$ cat config.mk
export PLATFORM = sky130hd
export DESIGN_NAME = frame_dump_ctrl_flat
export DESIGN_NICKNAME = d
export VERILOG_FILES = /design/src/rtl/frame_dump_ctrl_pkg.sv /design/src/rtl/frame_dump_ctrl_if.sv /design/src/rtl/frame_dump_ctrl_btn_debounce.sv /design/src/rtl/frame_dump_ctrl.sv /design/src/flat_wrapper.sv
export SDC_FILE = /design/constraint.sdc
export NUM_CORES = 1
export LEC_CHECK = 0
export CAP_MARGIN = 20
export CORE_AREA = 2 2 107 109
export DETAILED_ROUTE_END_ITERATION = 12
export DIE_AREA = 0 0 109 111
export SETUP_SLACK_MARGIN = 0.2
export SLEW_MARGIN = 10
export SYNTH_ARGS = -nofsm -noshare
export SYNTH_HDL_FRONTEND = slang
export SYNTH_HIERARCHICAL = 1
export SYNTH_SLANG_ARGS = --single-unit
$ cat constraint.sdc
create_clock -name sys_clk_i -period 4.1 [get_ports sys_clk_i]
set_clock_uncertainty 0.05 [all_clocks]
set_input_delay 0.615 -clock sys_clk_i [delete_from_list [all_inputs] [get_ports sys_clk_i]]
set_output_delay 0.615 -clock sys_clk_i [all_outputs]
set_load 0.05 [all_outputs]
$ cat src/rtl/frame_dump_ctrl_pkg.sv
// Shared types and constants for the frame dump sequencer: FSM states,
// sync header bytes, buffer address widths and a byte-select helper.
package frame_dump_ctrl_pkg;

    typedef enum logic [2:0] {
        ST_IDLE,
        ST_HDR,
        ST_FETCH,
        ST_SEND,
        ST_WAITB,
        ST_DONE
    } state_t;

    localparam logic [7:0] HDR_BYTE0 = 8'hA5;
    localparam logic [7:0] HDR_BYTE1 = 8'h5A;

    localparam int X_W = 6;
    localparam int Y_W = 5;

    // Byte idx 0 is the most significant byte of the word.
    function automatic logic [7:0] word_byte(input logic [31:0] w, input logic [1:0] idx);
        logic [31:0] s;
        s = w << {idx, 3'b000};
        return s[31:24];
    endfunction

endpackage

$ cat src/rtl/frame_dump_ctrl_if.sv
// Buffer read port and UART transmitter handshake seen by the dump sequencer.
interface frame_dump_ctrl_if;
    import frame_dump_ctrl_pkg::*;

    logic [X_W-1:0] read_x;
    logic [Y_W-1:0] read_y;
    logic [31:0]    read_data;
    logic           uart_busy;
    logic           uart_wr;
    logic [7:0]     uart_dat;

    modport master (
        output read_x, read_y, uart_wr, uart_dat,
        input  read_data, uart_busy
    );

    modport slave (
        input  read_x, read_y, uart_wr, uart_dat,
        output read_data, uart_busy
    );

endinterface

$ cat src/rtl/frame_dump_ctrl_btn_debounce.sv
// Trigger conditioning: 2-flop synchroniser, saturating low-time counter and
// rising-edge detect; a rise only counts after a fully saturated low period.
module frame_dump_ctrl_btn_debounce #(
    parameter int DEBOUNCE_BITS = 14
) (
    input  logic sys_clk_i,
    input  logic sys_rst_i,
    input  logic trigger_i,
    output logic start_o
);

    localparam int SYNC_STAGES = 2;

    logic [SYNC_STAGES-1:0]   sync_q, sync_d;
    logic                     prev_q, prev_d;
    logic [DEBOUNCE_BITS-1:0] cnt_q, cnt_d;
    logic                     cnt_sat;

    assign sync_d[0] = trigger_i;

    for (genvar gi = 1; gi < SYNC_STAGES; gi++) begin : g_sync
        assign sync_d[gi] = sync_q[gi-1];
    end

    always_comb begin
        cnt_sat = &cnt_q;
        prev_d  = sync_q[SYNC_STAGES-1];
        cnt_d   = cnt_q;
        if (sync_q[SYNC_STAGES-1]) begin
            cnt_d = '0;
        end else if (!cnt_sat) begin
            cnt_d = cnt_q + 1'b1;
        end
        start_o = sync_q[SYNC_STAGES-1] && !prev_q && cnt_sat;
    end

    always_ff @(posedge sys_clk_i) begin
        if (sys_rst_i) begin
            sync_q <= '0;
            prev_q <= 1'b0;
            cnt_q  <= '0;
        end else begin
            sync_q <= sync_d;
            prev_q <= prev_d;
            cnt_q  <= cnt_d;
        end
    end

endmodule

$ cat src/rtl/frame_dump_ctrl.sv
// One-shot frame buffer dump over the debug UART: walks every (x,y) word and
// sends its 4 bytes MSB first, with a holdoff gap after each transmitter busy period.
module frame_dump_ctrl
    import frame_dump_ctrl_pkg::*;
#(
    parameter int FRAME_W       = 40,
    parameter int FRAME_H       = 30,
    parameter int RD_LAT        = 1,
    parameter int HOLDOFF_BITS  = 13,
    parameter int DEBOUNCE_BITS = 14,
    parameter bit SEND_HEADER   = 1'b1
) (
    input  logic              sys_clk_i,
    input  logic              sys_rst_i,
    input  logic              trigger_i,
    frame_dump_ctrl_if.master bus,
    output logic              busy_o,
    output logic              done_o
);

    localparam logic [X_W-1:0] X_LAST = X_W'(FRAME_W - 1);
    localparam logic [Y_W-1:0] Y_LAST = Y_W'(FRAME_H - 1);
    // FETCH spans RD_LAT+1 cycles so the word is sampled after it has been valid a full cycle.
    localparam int             FC_W    = $clog2(RD_LAT + 1);
    localparam logic [FC_W-1:0] FC_LAST = FC_W'(RD_LAT);

    state_t                  state_q, state_d;
    logic [X_W-1:0]          x_q, x_d;
    logic [Y_W-1:0]          y_q, y_d;
    logic [1:0]              byte_idx_q, byte_idx_d;
    logic                    hdr_idx_q, hdr_idx_d;
    logic [FC_W-1:0]         fetch_cnt_q, fetch_cnt_d;
    logic [31:0]             word_q, word_d;
    logic [HOLDOFF_BITS-1:0] hold_q, hold_d;
    logic                    wr_q, wr_d;
    logic [7:0]              dat_q, dat_d;
    logic                    busy_q, busy_d;
    logic                    done_q, done_d;
    logic                    hold_sat;
    logic                    ready;
    logic                    start;

    frame_dump_ctrl_btn_debounce #(
        .DEBOUNCE_BITS(DEBOUNCE_BITS)
    ) u_debounce (
        .sys_clk_i(sys_clk_i),
        .sys_rst_i(sys_rst_i),
        .trigger_i(trigger_i),
        .start_o  (start)
    );

    always_comb begin
        hold_sat = &hold_q;
        ready    = hold_sat && !bus.uart_busy;
        if (bus.uart_busy) begin
            hold_d = '0;
        end else if (!hold_sat) begin
            hold_d = hold_q + 1'b1;
        end else begin
            hold_d = hold_q;
        end

        state_d     = state_q;
        x_d         = x_q;
        y_d         = y_q;
        byte_idx_d  = byte_idx_q;
        hdr_idx_d   = hdr_idx_q;
        fetch_cnt_d = fetch_cnt_q;
        word_d      = word_q;
        wr_d        = 1'b0;
        dat_d       = dat_q;
        busy_d      = busy_q;
        done_d      = 1'b0;

        case (state_q)
            ST_IDLE: begin
                if (start) begin
                    x_d         = '0;
                    y_d         = '0;
                    byte_idx_d  = '0;
                    hdr_idx_d   = 1'b0;
                    fetch_cnt_d = '0;
                    busy_d      = 1'b1;
                    state_d     = SEND_HEADER ? ST_HDR : ST_FETCH;
                end
            end
            ST_HDR: begin
                // The wr_q guard keeps strobes apart while busy has not yet risen.
                if (ready && !wr_q) begin
                    wr_d      = 1'b1;
                    dat_d     = hdr_idx_q ? HDR_BYTE1 : HDR_BYTE0;
                    hdr_idx_d = 1'b1;
                    if (hdr_idx_q) begin
                        state_d = ST_FETCH;
                    end
                end
            end
            ST_FETCH: begin
                if (fetch_cnt_q == FC_LAST) begin
                    word_d      = bus.read_data;
                    fetch_cnt_d = '0;
                    state_d     = ST_SEND;
                end else begin
                    fetch_cnt_d = fetch_cnt_q + 1'b1;
                end
            end
            ST_SEND: begin
                if (ready && !wr_q) begin
                    wr_d    = 1'b1;
                    dat_d   = word_byte(word_q, byte_idx_q);
                    state_d = ST_WAITB;
                end
            end
            ST_WAITB: begin
                byte_idx_d = byte_idx_q + 1'b1;
                if (byte_idx_q == 2'd3) begin
                    if (x_q == X_LAST && y_q == Y_LAST) begin
                        done_d  = 1'b1;
                        busy_d  = 1'b0;
                        state_d = ST_DONE;
                    end else begin
                        if (x_q == X_LAST) begin
                            x_d = '0;
                            y_d = y_q + 1'b1;
                        end else begin
                            x_d = x_q + 1'b1;
                        end
                        state_d = ST_FETCH;
                    end
                end else begin
                    state_d = ST_SEND;
                end
            end
            ST_DONE: begin
                state_d = ST_IDLE;
            end
            default: begin
                state_d = ST_IDLE;
            end
        endcase
    end

    always_ff @(posedge sys_clk_i) begin
        if (sys_rst_i) begin
            state_q     <= ST_IDLE;
            x_q         <= '0;
            y_q         <= '0;
            byte_idx_q  <= '0;
            hdr_idx_q   <= 1'b0;
            fetch_cnt_q <= '0;
            word_q      <= '0;
            hold_q      <= '0;
            wr_q        <= 1'b0;
            dat_q       <= '0;
            busy_q      <= 1'b0;
            done_q      <= 1'b0;
        end else begin
            state_q     <= state_d;
            x_q         <= x_d;
            y_q         <= y_d;
            byte_idx_q  <= byte_idx_d;
            hdr_idx_q   <= hdr_idx_d;
            fetch_cnt_q <= fetch_cnt_d;
            word_q      <= word_d;
            hold_q      <= hold_d;
            wr_q        <= wr_d;
            dat_q       <= dat_d;
            busy_q      <= busy_d;
            done_q      <= done_d;
        end
    end

    assign bus.read_x   = x_q;
    assign bus.read_y   = y_q;
    assign bus.uart_wr  = wr_q;
    assign bus.uart_dat = dat_q;
    assign busy_o       = busy_q;
    assign done_o       = done_q;

endmodule

$ cat src/flat_wrapper.sv
// flat-port wrapper written by rule: the top's interface ports become plain ports
module frame_dump_ctrl_flat import frame_dump_ctrl_pkg::*;
#(
    parameter int FRAME_W       = 40,
    parameter int FRAME_H       = 30,
    parameter int RD_LAT        = 1,
    parameter int HOLDOFF_BITS  = 13,
    parameter int DEBOUNCE_BITS = 14,
    parameter bit SEND_HEADER   = 1'b1
)
  (sys_clk_i, sys_rst_i, trigger_i, busy_o, done_o, bus_read_x, bus_read_y, bus_uart_wr, bus_uart_dat, bus_read_data, bus_uart_busy);
  frame_dump_ctrl_if bus_i ();
  input  logic sys_clk_i;
  input  logic sys_rst_i;
  input  logic trigger_i;
  output logic busy_o;
  output logic done_o;
  output wire logic [$bits(bus_i.read_x)-1:0] bus_read_x;
  output wire logic [$bits(bus_i.read_y)-1:0] bus_read_y;
  output wire logic [$bits(bus_i.uart_wr)-1:0] bus_uart_wr;
  output wire logic [$bits(bus_i.uart_dat)-1:0] bus_uart_dat;
  input wire logic [$bits(bus_i.read_data)-1:0] bus_read_data;
  input wire logic [$bits(bus_i.uart_busy)-1:0] bus_uart_busy;
  assign bus_read_x = bus_i.read_x;
  assign bus_read_y = bus_i.read_y;
  assign bus_uart_wr = bus_i.uart_wr;
  assign bus_uart_dat = bus_i.uart_dat;
  assign bus_i.read_data = bus_read_data;
  assign bus_i.uart_busy = bus_uart_busy;
  frame_dump_ctrl #(.FRAME_W(FRAME_W), .FRAME_H(FRAME_H), .RD_LAT(RD_LAT), .HOLDOFF_BITS(HOLDOFF_BITS), .DEBOUNCE_BITS(DEBOUNCE_BITS), .SEND_HEADER(SEND_HEADER)) u_core (.sys_clk_i(sys_clk_i), .sys_rst_i(sys_rst_i), .trigger_i(trigger_i), .bus(bus_i), .busy_o(busy_o), .done_o(done_o));
endmodule
==> metrics.txt, run 1 <==
num rows=39; CTS H-tree depth=3; most frequent cells in the layout=91 x dfxtp_1, 86 x nand2_1, 76 x a21oi_1; area of the mapped netlist=4250 um2; post-route DRC violation count=0; clock slew at reported path FFs=0.07 ns; IO buf count=57; CP arrival=3.13 ns; Synth area leaders=dfxtp_1 43%, a21oi_1 9.0%, nand2_1 7.6%; initial antenna violation count=0; Core Area=11100 um2; Peak VDD IR=155 uV; main combinational cell family by area after synthesis=simple AND/OR/NAND/NOR gates; RSZ-0062 raised after global routing=no; main flop type after synthesis=dfxtp_1; worst slack, placed=1.27 ns; ratio of cells with drive above 1 in the final layout=0.0887; ANT cells=0; Slew HR=0.484; Unique masters post-synth=61; DR WL/cell=14.2 um; MaxCap Viol Count=0; Placer Congestion=0.833; Async SR Flop Fraction=0; register area share after synthesis=0.429; DR iter-0 viols=185; Die ar.=12100 um2; Cell Pwr Density=349 nW/um2; Adder-Cell Fraction of Synth Area=0.0177; via count=3709; P&R area growth vs syn=23.4%; synthesized area per cell=8.65 um2; Max Root-Sink Buffers=2; CP required=4.32 ns; Final WS setup=1.19 ns; CTS root buf=clkbuf_16; Post-synth EDFFs=0; worst-path maximum fanout=12; Ys Warns=6; first-pass GRT wire length=16300 um; slowest stage delay, CP=0.45 ns; synthesized instance count=491; outcome=completed; chip width=109 um; startpoint types=flop; fin nets=578; Leak=0.00174 uW; syn_nets=533; post-route minimum period=2.91 ns; post-DP HPWL=6720 um; xor and xnor fraction of the mapped netlist area=0.0124; Slew Limit Fails=0; Worst Tran Pin Value=0.772 ns; f_max=0.344 GHz; top cell type by total area after synthesis=dfxtp_1; CTS tree=built; vias in the first global route=3404; Clock Sinks=91; Worst setup EP type=flop; Detail Route Antenna Nets=0; critical path's slowest cell=nor3b_1; final worst path period share=0.709; final wirelength=9690 um; Initial Util=0.383; total global-route track usage=0.165; grt total ovfl=0; crit-path cells=ha_1 -> and4_1 -> nand4_1 -> nor3b_1 -> nor4b_1 -> buf_4 -> a21oi_1 -> a21boi_0 -> mux2i_1; setup violators final=0; Hold Vio Cnt, Final=0; portion of netlist area occupied by mux cells=0.0542; crit path kind=reg2reg; most common cell after layout, fill and taps aside=dfxtp_1; vias per cell=5.42; largest net degree at the start of global routing=67; post-synthesis compound-gate area fraction=0.187; FF+latch count, synth=91; post-synth top area share=0.429; total setup buffers inserted after CTS=0; cts bufs inserted=9; Hold Path Class=reg2reg; First-pass DRT Iterations=4; post_cts resized=0; Synth Area in Simple Gates=0.263; worst-skew pair later-pin latency=0.34 ns; num ports=58; Fin Setup TNS=0 ns; Die Span Y=111 um; hold_buf cts=0
==> cells by family (layout without fill, tap and decap cells) <==
| kind of cell | count (synthesis) | after routing |
|---|---|---|
| and+or+nand+nor | 205 | 205 |
| AOI/OAI and AO/OA | 134 | 134 |
| DFF | 91 | 91 |
| buffers and inverters | 36 | 86 |
| muxes | 13 | 13 |
| adders and majority gates | 6 | 6 |
| xor gates and xnor gates | 6 | 6 |
==> report_power, final <==
group / total (uW) / leakage, uW / switching (uW) / internal, uW
registers: 905 / 0.000734 / 11.6 / 894
clock network: 836 / 0.000150 / 359 / 477
logic: 88.1 / 0.000855 / 39.7 / 48.4
total: 1830 / 0.00174 / 410 / 1420
==> cell type report <==
type / count / area, um2
fillers: 1085 / 5840
multi-input cells: 364 / 2270
flip-flops and latches: 91 / 1820
repair buffers: 61 / 636
clock buffers: 9 / 225
well taps: 143 / 179
clock inverters: 7 / 75.1
inverters: 9 / 33.8
==> critical path, delay by kind of cell, from the launching register on <==
kind / cells / cell delay [ns]
adders and majority gates: 1 / 0.25
and+or+nand+nor: 4 / 1.30
buffers and inverters: 1 / 0.22
AOI/OAI and AO/OA: 2 / 0.39
DFF: 1 / 0.39
muxes: 1 / 0.22
==> stage by stage <==
stage                     total power [uW]  cells  instance area [um2]  hold WS (ns)  utilization
after detailed placement              1010    667                 4910         0.396        0.443
after global routing                  1900    684                 5240         0.425        0.473
after floorplan                        966    491                 4250         0.364            -
after CTS                             1850    683                 5210         0.405        0.470
after global placement                1010    666                 4880         0.388        0.441
final                                 1830    684                 5240         0.404        0.473
==> worst paths after layout <==
kind                                    from                    to  slack (ns)  cells past startpoint
setup / recovery  u_core/u_debounce/cnt_q[0]  u_core/bus.read_x[2]        1.19                      9
hold / removal             u_core/word_q[14]     u_core/word_q[14]        0.40                      2
setup reg to reg  u_core/u_debounce/cnt_q[0]  u_core/bus.read_x[2]        1.19                      9
hold reg to reg            u_core/word_q[14]     u_core/word_q[14]        0.40                      2
==> Yosys cell counts, drive strengths merged, types with 3 or more instances <==
cell type and number:
dfxtp 91, nand2 86, a21oi 76, nor2 25, nand3 19, clkbuf 17, a211oi 13, o21ai 13
nand4 12, or3 10, buf 9, inv 9, nor2b 9, and4 8, mux4 8, a31oi 7
ha 6, nor4 6, or4 6, and3 5, mux2i 5, o31ai 5, nor3 4, xnor2 4
nor3b 3, o311ai 3, or2 3
==> routing by layer <==
layer,vias up,wire (um),GRT usage
met4,0,106,0.0487
met5,-,0,0
met1,1746,4570,0.223
li1,1891,-,-
met3,9,372,0.0376
met2,63,4640,0.263
==> flip-flops by register name, summed over array words and instances, names as in the netlist <==
name                      flops
u_core/hold_q                13
u_core/byte_idx_q             2
u_core/bus.read_y             5
u_core/fetch_cnt_q            1
u_core/u_debounce/prev_q      1
u_core/hdr_idx_q              1
u_core/bus.uart_wr            1
u_core/bus.uart_dat           8
u_core/u_debounce/cnt_q      14
u_core/u_debounce/sync_q      2
u_core/word_q                32
u_core/state_q                3
u_core/done_o                 1
u_core/bus.read_x             6
u_core/busy_o                 1
Power figures use the tool's default switching activity.
==> run 2, diff against run 1 <==
clock period = 2.55 ns   (was 4.1 ns; I/O delays follow)
==> run 2 against run 1 <==
Critical path depth shrank 8. Flip-flop and latch count is the same. Die area did not move. Design area up 1.0%. Utilization up 0.47 points. Largest cell class unchanged. First-iteration DRC count is 22% lower.
==> metrics.txt, run 2 (synthesis results as in run 1) <==
CP arrival=1.79 ns; fin nets=587; Peak VDD IR=253 uV; final wirelength=9810 um; initial antenna violation count=0; crit-path cells=clkdlybuf4s50_1; Clock Sinks=91; P&R area growth vs syn=24.6%; f_max=0.450 GHz; outcome=completed; MaxCap Viol Count=0; Worst setup EP type=output port; post-route DRC violation count=0; Largest register FFs=32; most frequent cells in the layout=89 x dfxtp_1, 86 x nand2_1, 74 x a21oi_1; Die Span Y=111 um; CP bufs+invs=1; Final WS setup=0.329 ns; Die ar.=12100 um2; hold_buf cts=0; CTS H-tree depth=3; IO buf count=57; Fillers=1053; DR iter-0 viols=144; CTS tree=built; hold depth=2; critical path's slowest cell=clkdlybuf4s50_1; worst-path maximum fanout=12; Largest Register=u_core/word_q; most common cell after layout, fill and taps aside=dfxtp_1; CTS root buf=clkbuf_16; setup violators final=0; Hold Path Class=reg2reg; Max Root-Sink Buffers=2; worst-skew pair later-pin latency=0.33 ns; top flop regs=u_core/word_q x32, u_core/u_debounce/cnt_q x14, u_core/hold_q x13; num ports=58; Detail Route Antenna Nets=0; slowest stage delay, CP=0.89 ns; DR WL/cell=14.2 um; Leak=0.00175 uW; first-pass GRT wire length=16300 um; crit path kind=reg2out; Hold Vio Cnt, Final=0; startpoint types=flop; FF-to-FF path depth=10; final worst path period share=0.871; Cell Pwr Density=532 nW/um2; Core Area=11100 um2; cts bufs inserted=9; ratio of cells with drive above 1 in the final layout=0.117; Initial Util=0.383; ANT cells=0; via count=3757; CP required=2.12 ns; num rows=39; clock slew at reported path FFs=0.06 ns; Slew HR=0.591; flop2flop setup slack=0.33 ns; vias per cell=5.43; chip width=109 um; RSZ-0062 raised after global routing=no; Worst Tran Pin Value=0.614 ns; vias in the first global route=3477; post-route minimum period=2.22 ns; First-pass DRT Iterations=4; Placer Congestion=0.822; largest net degree at the start of global routing=37; worst slack, placed=0.175 ns; CP top delay family=buffers and inverters; grt total ovfl=0; CP Depth=1; Slew Limit Fails=0; Fin Setup TNS=0 ns; total global-route track usage=0.166; post-DP HPWL=6910 um
run 2: cell count changes in the layout (fill, tap and decap cells not counted), sizes merged:
cell      delta
buf          +9
bufinv       -1
clkbuf       +2
clkinv       -3
clkinvlp     +3
inv          -2
run 2: worst paths after layout:
kind                                   start              endpoint
setup reg to reg  u_core/u_debounce/cnt_q[0]  u_core/bus.read_x[2]
hold reg to reg            u_core/word_q[14]     u_core/word_q[14]
setup / recovery        u_core/bus.read_x[4]         bus_read_x[4]
hold / removal             u_core/word_q[14]     u_core/word_q[14]
run 2: area by class of cell:
| type | instances | area [um2] | share of cell area |
|---|---|---|---|
| Multi-Input combinational cell | 364 | 2310 | 0.437 |
| Inverter | 9 | 33.8 | 0.00639 |
| Clock buffer | 11 | 243 | 0.0459 |
| Timing Repair Buffer | 70 | 668 | 0.126 |
| Sequential cell | 91 | 1830 | 0.345 |
| Tap cell | 143 | 179 | 0.0338 |
| Clock inverter | 4 | 27.5 | 0.00520 |
run 2: repair_timing:
action / 4_1_cts / 5_1_grt
buffers inserted: 0 / 2
cloned: 0 / 1
resized for setup: 2 / 11
pin swaps: 1 / 3
setup endpoints to repair: 3 / 15
run 2: power breakdown:
| part | switching (uW) | total (uW) | internal, uW |
|---|---|---|---|
| registers | 21.1 | 1460 | 1440 |
| clock network | 530 | 1210 | 680 |
| logic | 65.1 | 144 | 79.1 |
| total | 616 | 2810 | 2200 |
run 2: stage by stage:
step	total power (uW)	instances	hold WS, ns	utilization	instance area, um2
global route	2930	692	0.418	0.478	5290
finish	2810	692	0.400	0.478	5290
global placement	1630	673	0.391	0.447	4950
CTS	2850	688	0.404	0.472	5230
detailed placement	1630	673	0.381	0.447	4950
floorplan	1550	491	0.364	-	4260
run 2: routing by layer:
metal,part of all wire,GRT usage,up-vias
li1,-,-,1908
met1,0.48,0.224,1764
met2,0.47,0.264,77
met3,0.036,0.0312,8
met4,0.010,0.0581,0
met5,0,0,-
==> run 3, diff against run 2 <==
SETUP_SLACK_MARGIN = 0.15   (was 0.2)
==> run 3 against run 2 <==
Clock power is 9.9% higher. Register-to-register slack worse by 0.02 ns. Worst hold slack worse by 0.0081 ns. Highest routed layer unchanged.
==> metrics.txt, run 3 (synthesis results as in run 1) <==
outcome=completed; Max Root-Sink Buffers=2; final wirelength=9890 um; Clock power frac=0.453; CTS H-tree depth=3; via count=3813; initial antenna violation count=0; Placer Congestion=0.813; f_max=0.446 GHz; Detail Route Antenna Nets=0; Internal=2300 uW; ratio of cells with drive above 1 in the final layout=0.118; Largest register FFs=32; Cell Pwr Density=551 nW/um2; top flop regs=u_core/word_q x32, u_core/u_debounce/cnt_q x14, u_core/hold_q x13; MaxCap Viol Count=0; Die ar.=12100 um2; P&R area growth vs syn=25.3%; Final WS setup=0.308 ns; Leak=0.00177 uW; Core Area=11100 um2; Clock Sinks=91; worst-skew pair later-pin latency=0.34 ns; combinational share of power=0.049; fin nets=588; Initial Util=0.383; num ports=58; FF/Latch Area=1820 um2; startpoint types=flop; worst-path maximum fanout=7; post-route DRC violation count=0; first-pass GRT wire length=16500 um; CP required=2.73 ns; Worst Tran Pin Value=0.607 ns; fin area=5320 um2; switching fraction of total power=0.216; post-DP HPWL=6810 um; vias in the first global route=3407; Largest Register=u_core/word_q; final worst path period share=0.879; DP Area=4960 um2; ANT cells=0; Switch Pwr=634 uW; most frequent cells in the layout=89 x dfxtp_1, 85 x nand2_1, 74 x a21oi_1; most common cell after layout, fill and taps aside=dfxtp_1; Total Power=2930 uW; IO buf count=57; worst slack, placed=0.0386 ns; largest net degree at the start of global routing=43; DR iter-0 viols=162; grt total ovfl=0; Die Span Y=111 um; WHS=0.392 ns; Slew Limit Fails=0; Peak VDD IR=336 uV; RSZ-0062 raised after global routing=no; Hold Vio Cnt, Final=0; Multi-input gate area=2310 um2; cts bufs inserted=9; crit path kind=reg2reg; DR WL/cell=14.3 um; chip width=109 um; vias per cell=5.50; num rows=39; Worst setup EP type=flop; clock slew at reported path FFs=0.06 ns; hold_buf cts=0; setup violators final=0; Reg power frac=0.498; Hold Path Class=reg2reg; Fin Setup TNS=0 ns; CTS tree=built; First-pass DRT Iterations=4; CTS root buf=clkbuf_16; post-route minimum period=2.24 ns; total global-route track usage=0.170; CP arrival=2.42 ns; Fillers=1073; Slew HR=0.592
## run 3: final cells by class
class                   instances  area share
repair buffers                 71       0.127
flip-flops and latches         91       0.343
clock inverters                 4     0.00964
clock buffers                  11      0.0456
well taps                     143      0.0336
multi-input cells             364       0.435
inverters                       9     0.00635
## run 3: worst max-delay path: stages, from the launching register on
cell and delay, ns:
dfxtp_2 0.39, ha_4 0.17, and4_4 0.25, nand4_1 0.14
nor3b_2 0.24, nor4b_4 0.31, buf_4 0.17, buf_4 0.11
nor2_1 0.10, o2111ai_1 0.14, nand2b_1 0.07
## run 3: timing repair
action                                  CTS  global route
setup buffers                             0             1
gates resized for setup                   3             8
pin swaps                                 0             1
endpoints found under the setup margin    7            16
hold endpoints to repair                  0             0
## run 3: path summary, 6_finish.rpt
check / startpoint / endpoint / slack (ns) / depth (start not counted)
min reg2reg: u_core/u_debounce/sync_q[0] / u_core/u_debounce/sync_q[1] / 0.39 / 1
min: u_core/u_debounce/sync_q[0] / u_core/u_debounce/sync_q[1] / 0.39 / 1
max reg2reg: u_core/u_debounce/cnt_q[0] / u_core/bus.read_y[2] / 0.31 / 10
max: u_core/u_debounce/cnt_q[0] / u_core/bus.read_y[2] / 0.31 / 10
## run 3: routing by layer
metal,share of wire,global-route usage,wire length (um),vias up
li1,-,-,-,1915
met1,0.47,0.235,4670,1814
met2,0.47,0.257,4690,74
met3,0.042,0.0506,411,10
met4,0.012,0.0419,115,0
met5,0,0,0,-
## run 3: per-stage QoR
stage | utilization | std cells
2_1_floorplan | - | 491
6_report | 0.480 | 693
3_5_place_dp | 0.448 | 676
5_1_grt | 0.480 | 693
3_3_place_gp | 0.448 | 676
4_1_cts | 0.476 | 691
## run 3: power groups by stage
stage	combinational (uW)	clock, uW	sequential [uW]
2_1_floorplan	73.4	0	1480
3_3_place_gp	140	0	1490
3_5_place_dp	141	0	1490
4_1_cts	142	1370	1460
5_1_grt	159	1420	1460
6_report	144	1330	1460
